--- config.mk ---
export PLATFORM = sky130hd
export DESIGN_NAME = ysyx_22050550_ifu_fetch_flat
export DESIGN_NICKNAME = d
export VERILOG_FILES = /design/src/rtl/ysyx_22050550_ifu_fetch_pkg.sv /design/src/rtl/ysyx_22050550_ifu_fetch_if.sv /design/src/rtl/ysyx_22050550_ifu_perf.sv /design/src/rtl/ysyx_22050550_ifu_fetch.sv /design/src/flat_wrapper.sv
export SDC_FILE = /design/constraint.sdc
export NUM_CORES = 1
export LEC_CHECK = 0
export ABC_AREA = 1
export ABC_CLOCK_PERIOD_IN_PS = 4700
export BUFFER_PORTS_ARGS = -buffer_cell sky130_fd_sc_hd__buf_2
export CORE_AREA = 2 2 118 120
export DETAILED_ROUTE_END_ITERATION = 8
export DIE_AREA = 0 0 120 122
export GPL_TIMING_DRIVEN = 0
export PLACE_DENSITY = 0.7
export SETUP_SLACK_MARGIN = 0.05
export SLEW_MARGIN = 15
export SYNTH_ARGS = -nofsm -noshare
export SYNTH_HDL_FRONTEND = slang
export SYNTH_SLANG_ARGS = --single-unit
--- constraint.sdc ---
create_clock -name clock -period 4.7 [get_ports clock]
set_clock_uncertainty 0.05 [all_clocks]
set_input_delay 0.47 -clock clock [delete_from_list [all_inputs] [get_ports clock]]
set_output_delay 0.47 -clock clock [all_outputs]
set_load 0.01 [all_outputs]
--- src/rtl/ysyx_22050550_ifu_fetch_pkg.sv ---
// rtl/ysyx_22050550_ifu_fetch_pkg.sv - fetch FSM state encoding, NOP constant and word-select helper
package ysyx_22050550_ifu_fetch_pkg;

    typedef enum logic [1:0] {
        IFU_IDLE = 2'd0,
        IFU_REQ  = 2'd1,
        IFU_WAIT = 2'd2,
        IFU_HOLD = 2'd3
    } ifu_state_t;

    localparam logic [31:0] IFU_NOP_INST = 32'h0000_0013;

    // A 64-bit memory beat carries two instructions; addr[2] chooses the upper one.
    function automatic logic [31:0] pick_word(input logic [63:0] data, input logic upper);
        return upper ? data[63:32] : data[31:0];
    endfunction

endpackage

--- src/rtl/ysyx_22050550_ifu_fetch_if.sv ---
// rtl/ysyx_22050550_ifu_fetch_if.sv - instruction memory bus and IF/ID handshake bundle
interface ysyx_22050550_ifu_fetch_if #(
    parameter int ADDR_W = 64,
    parameter int DATA_W = 64
);
    logic              imem_req_valid;
    logic [ADDR_W-1:0] imem_req_addr;
    logic              imem_req_ready;
    logic              imem_rsp_valid;
    logic [DATA_W-1:0] imem_rsp_data;
    logic              imem_rsp_err;
    logic              if_valid;
    logic [ADDR_W-1:0] if_pc;
    logic [31:0]       if_inst;
    logic              if_err;
    logic              id_ready;

    modport master (
        output imem_req_valid, imem_req_addr, if_valid, if_pc, if_inst, if_err,
        input  imem_req_ready, imem_rsp_valid, imem_rsp_data, imem_rsp_err, id_ready
    );

    modport slave (
        input  imem_req_valid, imem_req_addr, if_valid, if_pc, if_inst, if_err,
        output imem_req_ready, imem_rsp_valid, imem_rsp_data, imem_rsp_err, id_ready
    );
endinterface

--- src/rtl/ysyx_22050550_ifu_perf.sv ---
// rtl/ysyx_22050550_ifu_perf.sv - three saturating 64-bit event counters for the fetch unit
module ysyx_22050550_ifu_perf (
    input  logic        clock,
    input  logic        reset,
    input  logic        fetch_inc,
    input  logic        stall_inc,
    input  logic        kill_inc,
    output logic [63:0] fetch_cnt,
    output logic [63:0] stall_cnt,
    output logic [63:0] kill_cnt
);
    always_ff @(posedge clock) begin
        if (reset) begin
            fetch_cnt <= '0;
            stall_cnt <= '0;
            kill_cnt  <= '0;
        end else begin
            if (fetch_inc && fetch_cnt != '1) fetch_cnt <= fetch_cnt + 64'd1;
            if (stall_inc && stall_cnt != '1) stall_cnt <= stall_cnt + 64'd1;
            if (kill_inc  && kill_cnt  != '1) kill_cnt  <= kill_cnt  + 64'd1;
        end
    end
endmodule

--- src/rtl/ysyx_22050550_ifu_fetch.sv ---
// rtl/ysyx_22050550_ifu_fetch.sv - single-outstanding instruction fetch FSM with flush;
// perf counters added when YSYX_22050550_IFU_PERF_EN is defined
module ysyx_22050550_ifu_fetch
    import ysyx_22050550_ifu_fetch_pkg::*;
#(
    parameter int          ADDR_W   = 64,
    parameter int          DATA_W   = 64,
    parameter logic [31:0] NOP_INST = IFU_NOP_INST
) (
    input  logic              clock,
    input  logic              reset,
    input  logic [ADDR_W-1:0] pc_i,
    input  logic              flush_i,
    output logic              ready_o,
    ysyx_22050550_ifu_fetch_if.master bus
`ifdef YSYX_22050550_IFU_PERF_EN
    ,
    output logic [63:0]       perf_fetch_o,
    output logic [63:0]       perf_stall_o,
    output logic [63:0]       perf_kill_o
`endif
);
    localparam logic [ADDR_W-1:0] LINE_MASK = ~ADDR_W'(DATA_W / 8 - 1);

    ifu_state_t        state_q, state_d;
    logic              kill_q, kill_d;
    logic [ADDR_W-1:0] addr_q, addr_d;
    logic [31:0]       inst_q, inst_d;
    logic              err_q, err_d;
    logic [63:0]       rsp_wide;

    assign rsp_wide = 64'(bus.imem_rsp_data);

    always_comb begin
        state_d = state_q;
        kill_d  = kill_q;
        addr_d  = addr_q;
        inst_d  = inst_q;
        err_d   = err_q;
        case (state_q)
            IFU_IDLE: begin
                addr_d = pc_i;
                // Misaligned PCs never reach the bus; ID sees a faulting NOP instead.
                if (pc_i[1:0] != 2'b00) begin
                    state_d = IFU_HOLD;
                    err_d   = 1'b1;
                    inst_d  = NOP_INST;
                end else begin
                    state_d = IFU_REQ;
                end
            end
            IFU_REQ: begin
                if (flush_i) kill_d = 1'b1;
                if (bus.imem_req_ready) state_d = IFU_WAIT;
            end
            IFU_WAIT: begin
                if (bus.imem_rsp_valid) begin
                    if (kill_q || flush_i) begin
                        kill_d  = 1'b0;
                        state_d = IFU_IDLE;
                    end else begin
                        state_d = IFU_HOLD;
                        inst_d  = pick_word(rsp_wide, (DATA_W == 64) && addr_q[2]);
                        err_d   = bus.imem_rsp_err;
                    end
                end else if (flush_i) begin
                    kill_d = 1'b1;
                end
            end
            IFU_HOLD: begin
                if (flush_i || bus.id_ready) state_d = IFU_IDLE;
            end
            default: state_d = IFU_IDLE;
        endcase
    end

    always_ff @(posedge clock) begin
        if (reset) begin
            state_q <= IFU_IDLE;
            kill_q  <= 1'b0;
            addr_q  <= '0;
            inst_q  <= NOP_INST;
            err_q   <= 1'b0;
        end else begin
            state_q <= state_d;
            kill_q  <= kill_d;
            addr_q  <= addr_d;
            inst_q  <= inst_d;
            err_q   <= err_d;
        end
    end

    assign bus.imem_req_valid = (state_q == IFU_REQ);
    assign bus.imem_req_addr  = addr_q & LINE_MASK;
    assign bus.if_valid       = (state_q == IFU_HOLD);
    assign bus.if_pc          = addr_q;
    assign bus.if_inst        = inst_q;
    assign bus.if_err         = err_q;
    assign ready_o            = (state_q == IFU_HOLD) && bus.id_ready && !flush_i;

`ifdef YSYX_22050550_IFU_PERF_EN
    logic kill_evt;
    assign kill_evt = ((state_q == IFU_WAIT) && bus.imem_rsp_valid && (kill_q || flush_i))
                    || ((state_q == IFU_HOLD) && flush_i);

    ysyx_22050550_ifu_perf u_perf (
        .clock     (clock),
        .reset     (reset),
        .fetch_inc (ready_o),
        .stall_inc ((state_q == IFU_REQ) || (state_q == IFU_WAIT)),
        .kill_inc  (kill_evt),
        .fetch_cnt (perf_fetch_o),
        .stall_cnt (perf_stall_o),
        .kill_cnt  (perf_kill_o)
    );
`endif
endmodule

--- src/flat_wrapper.sv ---
// flat-port wrapper written by rule: the top's interface ports become plain ports
module ysyx_22050550_ifu_fetch_flat import ysyx_22050550_ifu_fetch_pkg::*;
#(
    parameter int          ADDR_W   = 64,
    parameter int          DATA_W   = 64,
    parameter logic [31:0] NOP_INST = IFU_NOP_INST
)
  (clock, reset, pc_i, flush_i, ready_o, bus_imem_req_valid, bus_imem_req_addr, bus_if_valid, bus_if_pc, bus_if_inst, bus_if_err, bus_imem_req_ready, bus_imem_rsp_valid, bus_imem_rsp_data, bus_imem_rsp_err, bus_id_ready);
  ysyx_22050550_ifu_fetch_if #(.ADDR_W(ADDR_W), .DATA_W(DATA_W)) bus_i ();
  input  logic clock;
  input  logic reset;
  input  logic [ADDR_W-1:0] pc_i;
  input  logic flush_i;
  output logic ready_o;
  output wire logic [$bits(bus_i.imem_req_valid)-1:0] bus_imem_req_valid;
  output wire logic [$bits(bus_i.imem_req_addr)-1:0] bus_imem_req_addr;
  output wire logic [$bits(bus_i.if_valid)-1:0] bus_if_valid;
  output wire logic [$bits(bus_i.if_pc)-1:0] bus_if_pc;
  output wire logic [$bits(bus_i.if_inst)-1:0] bus_if_inst;
  output wire logic [$bits(bus_i.if_err)-1:0] bus_if_err;
  input wire logic [$bits(bus_i.imem_req_ready)-1:0] bus_imem_req_ready;
  input wire logic [$bits(bus_i.imem_rsp_valid)-1:0] bus_imem_rsp_valid;
  input wire logic [$bits(bus_i.imem_rsp_data)-1:0] bus_imem_rsp_data;
  input wire logic [$bits(bus_i.imem_rsp_err)-1:0] bus_imem_rsp_err;
  input wire logic [$bits(bus_i.id_ready)-1:0] bus_id_ready;
  assign bus_imem_req_valid = bus_i.imem_req_valid;
  assign bus_imem_req_addr = bus_i.imem_req_addr;
  assign bus_if_valid = bus_i.if_valid;
  assign bus_if_pc = bus_i.if_pc;
  assign bus_if_inst = bus_i.if_inst;
  assign bus_if_err = bus_i.if_err;
  assign bus_i.imem_req_ready = bus_imem_req_ready;
  assign bus_i.imem_rsp_valid = bus_imem_rsp_valid;
  assign bus_i.imem_rsp_data = bus_imem_rsp_data;
  assign bus_i.imem_rsp_err = bus_imem_rsp_err;
  assign bus_i.id_ready = bus_id_ready;
  ysyx_22050550_ifu_fetch #(.ADDR_W(ADDR_W), .DATA_W(DATA_W), .NOP_INST(NOP_INST)) u_core (.clock(clock), .reset(reset), .pc_i(pc_i), .flush_i(flush_i), .ready_o(ready_o), .bus(bus_i));
endmodule
==> results of run 1 <==
==> worst max path at each step <==
stage	endpoint	slack, ns	cells after the start	startpoint
finish	u_core.bus.if_inst[4]	2.85	10	u_core.state_q[0]
global route	u_core.bus.if_inst[24]	2.64	10	u_core.state_q[0]
CTS	u_core.bus.if_inst[0]	2.83	10	u_core.state_q[0]
detailed placement	u_core.bus.if_inst[17]	2.80	6	reset
global placement	u_core.bus.if_inst[22]	2.82	6	reset
floorplan	u_core.bus.if_inst[0]	3.15	10	u_core.state_q[0]
==> area by class of cell <==
class,count,area (um^2),area share
Tap cell,180,225,0.0326
Timing Repair Buffer,295,1480,0.214
Inverter,70,263,0.0381
Clock buffer,11,253,0.0366
Buffer,105,688,0.0997
Sequential cell,100,2000,0.290
Multi-Input combinational cell,459,1950,0.283
Clock inverter,5,43.8,0.00634
==> synth_stat cells, drive strengths merged <==
cell and instances:
ha 6, conb 1, nor2 221, dfxtp 100, o21ai 84, a311oi 1, buf 86, or2 2
clkinv 1, nand2 107, a21oi 3, nand3 32, inv 69, clkbuf 19
==> power by group <==
group          total [W]  internal, W  switching (W)
combinational    0.00263      0.00112        0.00151
clock           0.000737     0.000395       0.000342
sequential       0.00141      0.00117       0.000234
total            0.00477      0.00269        0.00209
==> metrics by stage <==
step,power [W],hold slack (ns)
2_1_floorplan,0.00312,0.427
6_report,0.00477,0.253
4_1_cts,0.00482,0.235
5_1_grt,0.00520,0.244
3_5_place_dp,0.00407,0.408
3_3_place_gp,0.00404,0.398
==> sequential cells by signal, summed over array words and instances (netlist names) <==
name	count
u_core.bus.if_inst	32
u_core.bus.if_pc	64
u_core.state_q	2
u_core.kill_q	1
u_core.bus.if_err	1
==> cell usage in the layout (no fill, tap or decap), drive strengths merged <==
master,count
nand2,107
clkinv,2
dfxtp,100
o21ai,84
clkinvlp,2
inv,71
a21oi,3
ha,6
nand3,32
buf,381
a311oi,1
nor2,221
clkbuf,30
or2,2
conb,3
==> logic make-up after synthesis <==
logic type	synth area share
AOI/OAI and AO/OA	0.0907
adders and majority gates	0.0153
buffers and inverters	0.194
DFF	0.409
other	0.000765
and+or+nand+nor	0.291
==> layer usage <==
layer | vias up | GRT usage | wire length (um)
met4 | 2 | 0.0515 | 138
met5 | - | 0 | 10
met1 | 2357 | 0.240 | 6630
met3 | 11 | 0.0417 | 1010
li1 | 2773 | - | -
met2 | 200 | 0.381 | 7950
==> impl_metrics.py, run 1 <==
metrics = {
    "critical_path": {
        "worst_path_max_delay_cell": "dfxtp_1",
        "startpoint_type": "register",
        "slowest_delay_ns": 0.36,
        "endpoint_kind": "register",
        "arrival_ns": 2.00,
        "crit_type": "register to register",
        "worstPathRequired_ns": 4.86,
        "cp_max_fo": 10,
        "cp_top_family": "buffers and inverters",
        "rr_endpoint": "u_core.bus.if_inst[4]",
        "rr_worst_depth": 10,
        "crit_buf_inv": 4,
        "path_cells": "inv_1 -> ha_1 -> buf_2 -> inv_1 -> nand2_1 -> nand2_2 -> nand3_4 -> buf_2 -> nand2_1 -> nand3_1",
        "r2r-start": "u_core.state_q[0]",
        "r2r_slack_ns": 2.85,
    },
    "floorplanning": {
        "fp-row-count": 43,
        "die-area_um2": 14600,
        "core_um2": 13500,
        "fp.dieW_um": 120,
        "start_util": 0.363,
        "die_h_um": 122,
        "io_pins": 299,
    },
    "clocking": {
        "hold_buffers": 0,
        "clock_path_buffers": 2,
        "clk_pin_slew_worst_paths_ns": 0.07,
        "cts_tree": "yes",
        "cts_resized": 0,
        "clk_root_buffer_cell": "clkbuf_16",
        "numCtsBuffers": 9,
        "cts_setup_buffers": 0,
        "clock_latency_ns": 0.33,
        "clkSinkCount": 100,
        "h-tree-depth": 3,
    },
    "drt": {
        "drt_wl_total_um": 15700,
        "first_pass_iters": 6,
        "drc": 0,
        "drtIter0Drc": 223,
        "detail-route-antenna-nets": 0,
        "num_vias": 5343,
        "via_per_inst": 4.36,
        "routedWlPerCell_um": 12.8,
    },
    "synth": {
        "synth.top_cells.by_area": "dfxtp_1, nor2_1, buf_4",
        "synthCells": 732,
        "yosys_warnings": 0,
        "synth_top_area_share": 0.409,
        "yosys_register_bits": 100,
        "synthesis.area_um2": 4900,
        "yosysTopAreaCell": "dfxtp_1",
        "synth_cell_types": 22,
        "ys_seq_area_frac": 0.409,
        "syn_area_per_cell_um2": 6.69,
    },
    "sta": {
        "rsz0062_at_grt": "false",
        "finalSetupViolCount": 0,
        "finalCriticalPeriod_ns": 1.85,
        "drv_slew": 0,
        "finalSetupTns_ns": 0,
        "max_freq_ghz": 0.541,
        "finalCritPeriodShare": 0.393,
        "worst_pin_slew_ns": 0.533,
        "fin_ws_ns": 2.85,
        "slew_headroom": 0.645,
        "hold_violations": 0,
    },
    "power_and_ir_drop": {
        "power_density_nw_per_um2": 691,
        "p_leak_nw": 4.00,
        "ir_drop_v": 0.000308,
    },
    "run_status": {
        "status": "finished, final reports clean",
    },
    "layout": {
        "stdcell_area_um2": 6910,
        "final_layout_size_suffix_gt1_frac": 0.386,
        "diodes": 0,
        "final_core_util": 0.511,
        "fin_cells": 1225,
        "synthToLayoutAreaGrowth_pct": 40.9,
        "final_net_count": 1181,
        "fill_cells": 1409,
    },
    "placement": {
        "portBuffers": 295,
        "post-place-ws_ns": 2.80,
        "dpl_cell_area_um2": 6610,
        "place_inst": 1209,
        "dp_hpwl_um": 12100,
        "gp_congestion": 0.829,
    },
    "global_routing": {
        "grt_pass1_wl_um": 23700,
        "grt_remaining_overflow": 0,
        "grt_max_degree": 18,
        "grt_pass1_vias": 4888,
        "grt.total_usage": 0.205,
        "antenna_found_initial": 1,
    },
    "worst_hold_path": {
        "hold_start": "reset",
        "whs_path_depth": 2,
        "whs_endpoint": "u_core.bus.if_pc[0]",
        "hold_class": "input pin to register",
    },
    "flow_run": {
        "max-cap-violations": 0,
    },
}
(Power assumes the default switching activity.)
==> inputs of run 2 (changes only) <==
ABC_AREA = 0   (was 1)
ABC_CLOCK_PERIOD_IN_PS = 1900   (was 4700)
CORE_AREA = 2 2 115 117   (was 2 2 118 120)
DIE_AREA = 0 0 117 119   (was 0 0 120 122)
PLACE_DENSITY = 0.72   (was 0.7)
clock period = 1.9 ns   (was 4.7 ns; I/O delays follow)
==> impl_metrics.py, run 2 <==
metrics = {
    "critical_path": {
        "rr_worst_depth": 6,
        "arrival_ns": 1.88,
        "worstPathRequired_ns": 2.07,
        "r2r-start": "u_core.state_q[0]",
        "rr_endpoint": "u_core.bus.if_err",
        "startpoint_type": "register",
        "r2r_slack_ns": 0.19,
        "endpoint_kind": "register",
        "cp_max_fo": 6,
        "crit_type": "register to register",
    },
    "synth": {
        "synth_top_area_share": 0.422,
        "synth_edf_count": 0,
        "synthesis.area_um2": 4740,
        "synth_cell_types": 31,
        "synthFlopType": "dfxtp_1",
        "synth.top_cells.by_area": "dfxtp_1, mux2i_1, buf_4",
        "yosys_register_bits": 100,
        "ys_top_cells_by_count": "dfxtp_1, mux2i_1, nor2_1",
        "synthArstFlopShare": 0,
        "synthCells": 485,
        "ys_seq_area_frac": 0.422,
        "yosysMostFrequentCell": "dfxtp_1",
        "yosys_warnings": 0,
        "syn_area_per_cell_um2": 9.77,
        "yosysTopAreaCell": "dfxtp_1",
    },
    "global_routing": {
        "grt_pass1_wl_um": 18600,
        "antenna_found_initial": 0,
        "grt.total_usage": 0.168,
        "grt_max_degree": 20,
        "grt_pass1_vias": 3871,
        "grt_remaining_overflow": 0,
    },
    "drt": {
        "detail-route-antenna-nets": 0,
        "routedWlPerCell_um": 12.5,
        "drc": 0,
        "first_pass_iters": 4,
        "num_vias": 4179,
        "drtIter0Drc": 90,
        "via_per_inst": 4.29,
        "drt_wl_total_um": 12200,
    },
    "sta": {
        "drv_slew": 0,
        "max_freq_ghz": 0.586,
        "worst_pin_slew_ns": 0.504,
        "rsz0062_at_grt": "true",
        "finalSetupViolCount": 0,
        "finalCriticalPeriod_ns": 1.71,
        "slew_headroom": 0.663,
        "finalCritPeriodShare": 0.899,
        "hold_violations": 0,
    },
    "power_and_ir_drop": {
        "p_int_w": 0.00627,
        "combPwrFrac": 0.485,
        "seq_power_share": 0.307,
        "finalPower_w": 0.00961,
        "p_sw_w": 0.00334,
        "power_switching_share": 0.347,
        "ir_drop_v": 0.000615,
        "power_density_nw_per_um2": 1420,
        "p_leak_nw": 3.81,
        "p_clk_frac": 0.208,
    },
    "floorplanning": {
        "io_pins": 299,
        "fp.dieW_um": 117,
        "core_um2": 12900,
        "die_h_um": 119,
        "start_util": 0.368,
        "fp-row-count": 42,
        "die-area_um2": 13900,
    },
    "clocking": {
        "clkSinkCount": 100,
        "numCtsBuffers": 9,
        "clock_latency_ns": 0.33,
        "clk_root_buffer_cell": "clkbuf_16",
        "clk_pin_slew_worst_paths_ns": 0.07,
        "cts_tree": "yes",
        "h-tree-depth": 3,
        "clock_path_buffers": 2,
    },
    "layout": {
        "stdcell_area_um2": 6790,
        "largest_register_ffs": 64,
        "synthToLayoutAreaGrowth_pct": 43.2,
        "final_common_cell": "buf_2",
        "final_layout_size_suffix_gt1_frac": 0.532,
        "fill_cells": 1265,
        "mostFrequentLayoutCells": "buf_2, dfxtp_1, mux2i_1",
        "final_net_count": 933,
        "diodes": 0,
    },
    "placement": {
        "dpl_cell_area_um2": 6440,
        "gp_congestion": 0.765,
        "portBuffers": 295,
        "dp_hpwl_um": 9600,
    },
    "flow_run": {
        "max-cap-violations": 0,
    },
    "worst_hold_path": {
        "hold_start": "pc_i[30]",
        "hold_class": "input pin to register",
        "whs_path_depth": 3,
        "whs_endpoint": "u_core.bus.if_pc[30]",
    },
    "run_status": {
        "status": "finished, final reports clean",
    },
}
## run 2: metrics by stage
| stage | hold slack [ns] | worst slack, ns | TNS (ns) | util | cells |
|---|---|---|---|---|---|
| 6_report | 0.0303 | 0.193 | 0 | 0.527 | 973 |
| 5_1_grt | 0.0223 | 0.0321 | 0 | 0.527 | 973 |
| 4_1_cts | 0.0234 | 0.0488 | 0 | 0.526 | 973 |
| 3_5_place_dp | 0.381 | -0.0458 | -0.0915 | 0.500 | 958 |
| 3_3_place_gp | 0.375 | -0.0264 | -0.0494 | 0.500 | 958 |
| 2_1_floorplan | 0.255 | 0.286 | 0 | - | 487 |
## run 2: how the worst max path moves through the flow
stage	slack (ns)	startpoint	depth (start not counted)	end
after floorplan	0.29	u_core.state_q[0]	6	u_core.bus.if_err
after global placement	-0.03	u_core.state_q[0]	7	u_core.bus.if_inst[24]
after detailed placement	-0.05	u_core.state_q[0]	7	u_core.bus.if_inst[24]
after CTS	0.05	u_core.state_q[0]	6	u_core.bus.if_pc[23]
after global routing	0.03	u_core.state_q[0]	6	u_core.bus.if_pc[56]
final	0.19	u_core.state_q[0]	6	u_core.bus.if_err
## run 2: metal layers
| metal | wire [um] | GRT usage | vias up |
|---|---|---|---|
| met1 | 4950 | 0.190 | 1866 |
| met5 | 0 | 0 | - |
| li1 | - | - | 2149 |
| met3 | 903 | 0.0468 | 8 |
| met2 | 6250 | 0.308 | 156 |
| met4 | 109 | 0.0360 | 0 |
## run 2: final cells by class
cell class / count / area (um^2) / share of cell area
buffer: 92 / 677 / 0.0997
clock buffer: 11 / 243 / 0.0358
clock inverter: 5 / 85.1 / 0.0125
inverter: 5 / 18.8 / 0.00277
multi-input combinational: 289 / 2060 / 0.304
sequential: 100 / 2000 / 0.295
tap: 176 / 220 / 0.0324
timing repair buffer: 295 / 1480 / 0.218
## run 2: logic make-up (layout without fill, tap and decap cells)
| family | Yosys count | count (layout) | synth area share |
|---|---|---|---|
| buffers and inverters | 98 | 408 | 0.144 |
| AND/OR/NAND/NOR | 139 | 139 | 0.118 |
| AO/OA/AOI/OAI | 14 | 14 | 0.0227 |
| other | 1 | 3 | 0.000791 |
| flip-flops | 100 | 100 | 0.422 |
| multiplexers | 127 | 127 | 0.276 |
| adder cells (fa/ha/maj) | 6 | 6 | 0.0158 |
## run 2: critical path: stages, from the launching register on
cell and delay [ns]:
dfxtp_1 0.34, inv_1 0.13, ha_2 0.26, mux2i_1 0.19
a211o_1 0.12, buf_6 0.16, mux2_2 0.34
## run 2: power groups by stage
stage / clock (W) / combinational (W) / sequential, W
2_1_floorplan: 0 / 0.00311 / 0.00317
3_3_place_gp: 0 / 0.00465 / 0.00298
3_5_place_dp: 0 / 0.00467 / 0.00300
4_1_cts: 0.00206 / 0.00469 / 0.00296
5_1_grt: 0.00215 / 0.00510 / 0.00302
6_report: 0.00200 / 0.00466 / 0.00295
## run 2: repair_timing
item                       CTS  global route
hold buffers                 0             0
setup buffers                0             0
gates resized for setup      1             7
setup endpoints to repair   11            91
==> inputs of run 3 (changes only) <==
ABC_CLOCK_PERIOD_IN_PS = 1500   (was 1900)
CORE_AREA = 2 2 117 119   (was 2 2 115 117)
DIE_AREA = 0 0 119 121   (was 0 0 117 119)
clock period = 1.5 ns   (was 1.9 ns; I/O delays follow)
==> impl_metrics.py, run 3 (same netlist as run 2, synthesis figures left out) <==
metrics = {
    "run_status": {
        "status": "finished with violations",
        "failed_checks": "setup timing",
    },
    "floorplanning": {
        "fp.dieW_um": 119,
        "die-area_um2": 14400,
        "core_um2": 13100,
        "io_pins": 299,
        "die_h_um": 121,
        "start_util": 0.362,
        "fp-row-count": 42,
    },
    "layout": {
        "final_common_cell": "buf_2",
        "largest_register_ffs": 64,
        "fin_cells": 1032,
        "final_net_count": 993,
        "final_layout_size_suffix_gt1_frac": 0.524,
        "fill_cells": 1134,
        "synthToLayoutAreaGrowth_pct": 60.1,
        "multi_input_area_um2": 2140,
        "mostFrequentLayoutCells": "buf_2, dfxtp_1, mux2i_1",
        "final_core_util": 0.580,
        "seq_area_um2": 2010,
    },
    "critical_path": {
        "r2r_slack_ns": -0.07,
        "slowest_delay_ns": 0.37,
        "cp_max_fo": 9,
        "r2r-start": "u_core.state_q[0]",
        "path_cells": "inv_6 -> ha_4 -> mux2i_1 -> a211o_1 -> buf_12 -> mux2_4",
        "crit_type": "register to register",
        "arrival_ns": 1.75,
        "rr_endpoint": "u_core.bus.if_err",
        "endpoint_kind": "register",
        "rr_worst_depth": 6,
        "worst_path_max_delay_cell": "dfxtp_4",
        "startpoint_type": "register",
        "worstPathRequired_ns": 1.68,
        "crit_start": "u_core.state_q[0]",
    },
    "worst_hold_path": {
        "whs_endpoint": "u_core.bus.if_pc[47]",
        "hold_start": "pc_i[47]",
        "whs_path_depth": 3,
        "hold_class": "input pin to register",
    },
    "global_routing": {
        "grt_remaining_overflow": 0,
        "grt_pass1_wl_um": 20900,
        "grt_pass1_vias": 4287,
        "grt_max_degree": 15,
        "grt.total_usage": 0.181,
        "antenna_found_initial": 1,
    },
    "drt": {
        "drtIter0Drc": 133,
        "drc": 0,
        "first_pass_iters": 4,
        "num_vias": 4491,
        "detail-route-antenna-nets": 0,
        "routedWlPerCell_um": 13.2,
        "via_per_inst": 4.35,
        "drt_wl_total_um": 13600,
    },
    "clocking": {
        "clock_latency_ns": 0.33,
        "clk_root_buffer_cell": "clkbuf_16",
        "numCtsBuffers": 9,
        "clock_path_buffers": 2,
        "h-tree-depth": 3,
        "clkSinkCount": 100,
        "clk_pin_slew_worst_paths_ns": 0.06,
        "cts_tree": "yes",
    },
    "power_and_ir_drop": {
        "p_clk_frac": 0.175,
        "ir_drop_v": 0.000753,
        "p_leak_nw": 4.14,
        "p_sw_w": 0.00450,
        "power_density_nw_per_um2": 1750,
        "combPwrFrac": 0.540,
        "p_int_w": 0.00876,
        "power_switching_share": 0.339,
        "seq_power_share": 0.285,
    },
    "placement": {
        "gp_congestion": 0.734,
        "portBuffers": 295,
        "post-place-ws_ns": -0.277,
        "dp_hpwl_um": 9850,
        "place_inst": 958,
    },
    "sta": {
        "finalSetupTns_ns": -1.38,
        "fin_ws_ns": -0.0722,
        "finalCriticalPeriod_ns": 1.57,
        "max_freq_ghz": 0.636,
        "finalSetupViolCount": 36,
        "finalCritPeriodShare": 1.05,
        "hold_violations": 0,
        "drv_slew": 0,
        "rsz0062_at_grt": "true",
    },
    "flow_run": {
        "max-cap-violations": 0,
    },
}
-- run 3: layer usage --
| metal | track usage | vias to the layer above | wire length [um] |
|---|---|---|---|
| met4 | 0.0729 | 0 | 286 |
| met2 | 0.332 | 177 | 7060 |
| met5 | 0 | - | 0 |
| met3 | 0.0376 | 20 | 786 |
| li1 | - | 2266 | - |
| met1 | 0.204 | 2028 | 5480 |
-- run 3: metrics by stage --
step	power, W	hold slack [ns]	instance area, um^2
floorplan	0.00803	0.215	4790
global placement	0.00973	0.332	6480
detailed placement	0.00977	0.343	6480
CTS	0.0128	0.000257	7440
global route	0.0140	0.00870	7580
finish	0.0133	0.0104	7580
-- run 3: power by group through the flow --
stage | clock, W | sequential, W | combinational, W
global route | 0.00249 | 0.00386 | 0.00767
finish | 0.00232 | 0.00378 | 0.00717
CTS | 0.00240 | 0.00377 | 0.00658
floorplan | 0 | 0.00405 | 0.00398
detailed placement | 0 | 0.00382 | 0.00595
global placement | 0 | 0.00381 | 0.00592
-- run 3: worst max-delay path: cells and delay by family (launching register included) --
family / cells / cell delay (ns)
flip-flops: 1 / 0.37
adder cells (fa/ha/maj): 1 / 0.16
AO/OA/AOI/OAI: 1 / 0.26
multiplexers: 2 / 0.41
buffers and inverters: 2 / 0.21
-- run 3: cell type report --
cell class / instances / share of cell area
diodes: 1 / 0.000330
plain buffers: 93 / 0.104
clock buffers: 12 / 0.0338
clock inverters: 2 / 0.00462
inverters: 5 / 0.00346
multi-input cells: 289 / 0.283
flip-flops and latches: 100 / 0.265
well taps: 176 / 0.0290
repair buffers: 354 / 0.277
-- run 3: how the worst max path moves through the flow --
stage,cells after the start,end
6_report,6,u_core.bus.if_err
5_1_grt,6,u_core.bus.if_err
4_1_cts,6,u_core.bus.if_err
3_5_place_dp,6,u_core.bus.if_pc[38]
3_3_place_gp,6,u_core.bus.if_pc[54]
2_1_floorplan,6,u_core.bus.if_pc[53]
-- run 3: timing repair --
| action | CTS | global route |
|---|---|---|
| resized for setup | 28 | 23 |
| hold endpoints to repair | 50 | 0 |
| setup endpoints to repair | 93 | 96 |
| gates cloned | 1 | 2 |
| pin swaps | 5 | 1 |
| setup buffers | 6 | 0 |
| hold buffers | 50 | 0 |
